--- src/rtl/seven_segment_pkg.sv ---
// rtl/seven_segment_pkg.sv - glyph and segment-index constants for the seven-segment decoder
//
// Glyphs are active-high and packed {g,f,e,d,c,b,a}, so bit 0 is segment a.
// Polarity inversion for common-anode displays is applied by the top level.

package seven_segment_pkg;

    localparam int SEG_W = 7;

    // Segment bit positions within the seg bus
    localparam int SEG_A = 0;
    localparam int SEG_B = 1;
    localparam int SEG_C = 2;
    localparam int SEG_D = 3;
    localparam int SEG_E = 4;
    localparam int SEG_F = 5;
    localparam int SEG_G = 6;

    // Decimal digits
    localparam logic [SEG_W-1:0] GLYPH_0 = 7'h3F;
    localparam logic [SEG_W-1:0] GLYPH_1 = 7'h06;
    localparam logic [SEG_W-1:0] GLYPH_2 = 7'h5B;
    localparam logic [SEG_W-1:0] GLYPH_3 = 7'h4F;
    localparam logic [SEG_W-1:0] GLYPH_4 = 7'h66;
    localparam logic [SEG_W-1:0] GLYPH_5 = 7'h6D;
    localparam logic [SEG_W-1:0] GLYPH_6 = 7'h7D;
    localparam logic [SEG_W-1:0] GLYPH_7 = 7'h07;
    localparam logic [SEG_W-1:0] GLYPH_8 = 7'h7F;
    localparam logic [SEG_W-1:0] GLYPH_9 = 7'h6F;

    // Hex letters (A, b, C, d, E, F)
    localparam logic [SEG_W-1:0] GLYPH_A = 7'h77;
    localparam logic [SEG_W-1:0] GLYPH_B = 7'h7C;
    localparam logic [SEG_W-1:0] GLYPH_C = 7'h39;
    localparam logic [SEG_W-1:0] GLYPH_D = 7'h5E;
    localparam logic [SEG_W-1:0] GLYPH_E = 7'h79;
    localparam logic [SEG_W-1:0] GLYPH_F = 7'h71;

    // Dash marks a code that cannot be shown; only segment g lit
    localparam logic [SEG_W-1:0] GLYPH_DASH = 7'h40;
    localparam logic [SEG_W-1:0] GLYPH_OFF  = 7'h00;

    // Map an active-high segment pattern onto the pin polarity
    function automatic logic [SEG_W-1:0] to_pins(input logic [SEG_W-1:0] glyph,
                                                 input logic active_low);
        return active_low ? ~glyph : glyph;
    endfunction

endpackage

--- src/rtl/seven_segment_rom.sv ---
// rtl/seven_segment_rom.sv - combinational BCD code to glyph lookup
//
// Configuration macro: HEX_DIGITS_EN
//   defined   : codes 10..15 show A b C d E F, invalid is never set
//   undefined : codes 10..15 show a dash and raise invalid
//
// Ports:
//   code     in   4  digit code
//   glyph    out  7  active-high segment pattern {g..a}
//   invalid  out  1  code has no displayable glyph

module seven_segment_rom
    import seven_segment_pkg::*;
(
    input  logic [3:0]       code,
    output logic [SEG_W-1:0] glyph,
    output logic             invalid
);

    always_comb begin
        glyph   = GLYPH_OFF;
        invalid = 1'b0;
        unique case (code)
            4'd0: glyph = GLYPH_0;
            4'd1: glyph = GLYPH_1;
            4'd2: glyph = GLYPH_2;
            4'd3: glyph = GLYPH_3;
            4'd4: glyph = GLYPH_4;
            4'd5: glyph = GLYPH_5;
            4'd6: glyph = GLYPH_6;
            4'd7: glyph = GLYPH_7;
            4'd8: glyph = GLYPH_8;
            4'd9: glyph = GLYPH_9;
`ifdef HEX_DIGITS_EN
            4'd10: glyph = GLYPH_A;
            4'd11: glyph = GLYPH_B;
            4'd12: glyph = GLYPH_C;
            4'd13: glyph = GLYPH_D;
            4'd14: glyph = GLYPH_E;
            4'd15: glyph = GLYPH_F;
`else
            4'd10, 4'd11, 4'd12, 4'd13, 4'd14, 4'd15: begin
                glyph   = GLYPH_DASH;
                invalid = 1'b1;
            end
`endif
            default: begin
                glyph   = GLYPH_OFF;
                invalid = 1'b0;
            end
        endcase
    end

endmodule

--- src/rtl/seven_segment.sv ---
// rtl/seven_segment.sv - registered BCD to seven-segment decoder for one digit
//
// Configuration macro: HEX_DIGITS_EN (hex glyphs for codes 10..15, see seven_segment_rom)
//
// Parameters:
//   ACTIVE_LOW  1 = seg/dp driven inverted for common-anode displays
//
// Ports:
//   clk      in   1  system clock, rising edge
//   rst      in   1  asynchronous active-high reset
//   bcd      in   4  digit code
//   blank    in   1  force all segments and dp off
//   dp_in    in   1  decimal point request
//   seg      out  7  segment pins, seg[0]=a .. seg[6]=g
//   dp       out  1  decimal point pin
//   invalid  out  1  registered code was not displayable (never inverted)
//
// All outputs change one clock after their inputs are sampled.

module seven_segment
    import seven_segment_pkg::*;
#(
    parameter bit ACTIVE_LOW = 1'b0
) (
    input  logic             clk,
    input  logic             rst,
    input  logic [3:0]       bcd,
    input  logic             blank,
    input  logic             dp_in,
    output logic [SEG_W-1:0] seg,
    output logic             dp,
    output logic             invalid
);

    // "All off" as seen on the pins for the configured polarity
    localparam logic [SEG_W-1:0] SEG_OFF_PINS = ACTIVE_LOW ? ~GLYPH_OFF : GLYPH_OFF;
    localparam logic             DP_OFF_PINS  = ACTIVE_LOW;

    logic [SEG_W-1:0] rom_glyph;
    logic             rom_invalid;

    logic [SEG_W-1:0] seg_next;
    logic             dp_next;
    logic             invalid_next;

    seven_segment_rom u_rom (
        .code    (bcd),
        .glyph   (rom_glyph),
        .invalid (rom_invalid)
    );

    // Blank wins over both the glyph and the decimal point, and also
    // suppresses invalid since nothing is being displayed.
    always_comb begin
        seg_next     = SEG_OFF_PINS;
        dp_next      = DP_OFF_PINS;
        invalid_next = 1'b0;
        if (!blank) begin
            seg_next     = to_pins(rom_glyph, ACTIVE_LOW);
            dp_next      = dp_in ^ ACTIVE_LOW;
            invalid_next = rom_invalid;
        end
    end

    always_ff @(posedge clk or posedge rst) begin
        if (rst) begin
            seg     <= SEG_OFF_PINS;
            dp      <= DP_OFF_PINS;
            invalid <= 1'b0;
        end else begin
            seg     <= seg_next;
            dp      <= dp_next;
            invalid <= invalid_next;
        end
    end

endmodule

--- config.mk ---
export PLATFORM = sky130hd
export DESIGN_NAME = seven_segment
export DESIGN_NICKNAME = d
export VERILOG_FILES = /design/src/rtl/seven_segment_pkg.sv /design/src/rtl/seven_segment_rom.sv /design/src/rtl/seven_segment.sv
export SDC_FILE = /design/constraint.sdc
export NUM_CORES = 1
export LEC_CHECK = 0
export ABC_AREA = 1
export BUFFER_PORTS_ARGS = -buffer_cell sky130_fd_sc_hd__buf_4
export CAP_MARGIN = 25
export CORE_AREA = 2 2 39 41
export DETAILED_ROUTE_END_ITERATION = 7
export DIE_AREA = 0 0 41 43
export GPL_TIMING_DRIVEN = 0
export PLACE_DENSITY = 0.5
export SLEW_MARGIN = 10
export SYNTH_ARGS = -nofsm -noshare
export SYNTH_HDL_FRONTEND = slang
export SYNTH_SLANG_ARGS = --single-unit
--- constraint.sdc ---
create_clock -name clk -period 0.8 [get_ports clk]
set_input_delay 0.04 -clock clk [delete_from_list [all_inputs] [get_ports clk]]
set_output_delay 0.04 -clock clk [all_outputs]
set_load 0.005 [all_outputs]
==> metrics <==
Final setup viols 1; Fmax 1240 MHz; #FFs+latches synth 9; critical-path cell list buf_4 > dlygate4sd3_1 > nor3_1; post-synth top area cell dfrtp_1; Post-CTS Repair Setup Buffers 0; drc violations 0; CP startpoint blank; core area 1380 sq um; # port buffers 16; Hold/Removal Path Class input pin to flip-flop; Synth Net Count 56; post-DR wirelength/cell 8.74 um; first-pass GRT wire length about 1100 um; number of buffers created by CTS 3; Starting DRT DRC Count 0; post-route ant nets 0; final instance area 609 sq um; crit path max-delay cell type dlygate4sd3_1; CTS clk-pin slew, worst paths 0.06 ns; Worst setup endpoint seg[4]$_DFF_PP0_; Min Hold Slack around 0.082 ns; Worst path max stage delay 0.60 ns; leading post-synthesis cells by cell area dfrtp_1, nand2_1, inv_1, nor2_1, nand3_1; Hold Crit Start blank; Crit. path cell count 3; CTS tree built; Mapped Cells 48; Fin. Hold Viols 0; Clock power frac 0.326; largest net degree at the start of global routing 10; leak pwr roughly 0.35 nW; DRT Wirelength 760 um; Core Rows 14; crit path time final 0.806 ns; post-place instance area 527 sq um; non-filler cells, final 87; Synth top area share 0.583; Tightest Pin Transition 0.324 ns; Sw Ratio 0.230; gpl congestion around 0.77; fin crit share 1.01; worst-path fanout max 4; Worst setup EP type flip-flop; Setup WS pre-CTS -0.00112 ns; Starting Density 0.279; Die X 41 um; n_diodes 0; Die Ht approximately 43 um; critical path buffer and inverter count 2; failing checks negative setup slack; final net count 80; Slew headroom 0.784; max-capacitance violation count 0; Vias/cell 4.18; CTS HTree Levels 1; Vias 364; Netlist cell types 10; share of layout cells above drive strength 1 0.282; synthesized area per cell ~8.1 sq um; crit path launch type input pin; RSZ-0062 raised after global routing true; Die Area between 1500 and 2000 sq um; vias in the first global route 286; status complete, but fails checks; DRT Pass-1 Iters 1; critical path's top delay family buffers and inverters; Area Overhead vs Synth 57.6%; Crit Path Class input pin to flip-flop; worst endpoint data arrival time 0.97 ns; fin. max-slew vios 0; post-synthesis sequential area ratio 0.583; Required @ worst endpoint 0.96 ns; TritonCTS Sinks 9; final core occ 0.440; IO Count 17; Setup WS post-layout -0.00593 ns; Clock Tree Buf Depth 2; CTS Root Cell clkbuf_4; internal power around 0.00078 W; Gate power share 0.183; antenna violations before repair 0; gr usage total 0.102; worst vdd ir 0.000515 V; Switch Pwr 0.000232 W; Synth warnings 0; Inst Count DP 80; register share of total power 0.490; placed wire-length estimate 554 um; total gr overflow 0; power density cells 1660 nW/um^2; area of the mapped netlist 387 sq um
-- power groups by stage --
stage | Combinational, W | Clock, W | Sequential, W
5_1_grt | 0.000208 | 0.000362 | 0.000498
3_3_place_gp | 0.000163 | 0 | 0.000499
3_5_place_dp | 0.000162 | 0 | 0.000498
2_1_floorplan | 0.0000634 | 0 | 0.000504
4_1_cts | 0.000174 | 0.000354 | 0.000490
6_report | 0.000185 | 0.000329 | 0.000495
-- per-stage QoR --
step / TNS, ns / total power (W)
after floorplan: 0 / 0.000567
after global placement: 0 / 0.000661
after detailed placement: -0.00112 / 0.000661
after CTS: 0 / 0.00102
after global routing: -0.0820 / 0.00107
final: -0.00593 / 0.00101
-- worst min path at each step --
stage | endpoint | depth (start not counted)
after global routing | seg[1]$_DFF_PP0_ | 4
after detailed placement | seg[0]$_DFF_PP0_ | 2
after global placement | seg[0]$_DFF_PP0_ | 2
final | seg[5]$_DFF_PP0_ | 4
after floorplan | dp$_DFF_PP0_ | 1
after CTS | seg[5]$_DFF_PP0_ | 4
-- timing repair --
action / 4_1_cts / 5_1_grt
hold buffers: 3 / 0
endpoints found under the hold margin: 13 / 0
setup endpoints to repair: 0 / 10
resized for setup: 0 / 7
-- kinds of logic (layout without fill, tap and decap cells) --
logic type,after synthesis,after routing,synth area share
AOI/OAI and AO/OA,4,4,0.0518
DFF,9,9,0.583
buffers and inverters,9,32,0.0874
and+or+nand+nor,26,26,0.278
-- per-layer routing --
layer	GRT usage	share of wire
met1	0.125	0.44
met2	0.122	0.48
met3	0.0157	0.047
met4	0.140	0.029
met5	0	0
-- synthesized netlist by cell type (all sizes together) --
library cell	number
inv	9
nand3	4
nand4	1
o21ai	3
a21oi	1
nor2	7
dfrtp	9
nand2	12
nor3	2
-- final cells by class --
cell class / count / area, sq um
clock buffer: 4 / 26.3
fill: 148 / 774
inverter: 9 / 33.8
multi-input combinational: 30 / 128
sequential: 9 / 225
tap: 16 / 20.0
timing repair buffer: 19 / 176
-- sequential cells by signal (all words and copies together), names as in the netlist --
| name | flops |
|---|---|
| dp | 1 |
| seg | 7 |
| invalid | 1 |
-- layout by cell type, fill, tap and decap left out, drive strengths merged --
master	n
buf	16
nand2	12
dfrtp	9
inv	9
nor2	7
nand3	4
clkbuf	4
o21ai	3
dlygate4sd3	3
nor3	2
nand4	1
a21oi	1
(Power assumes the default switching activity.)
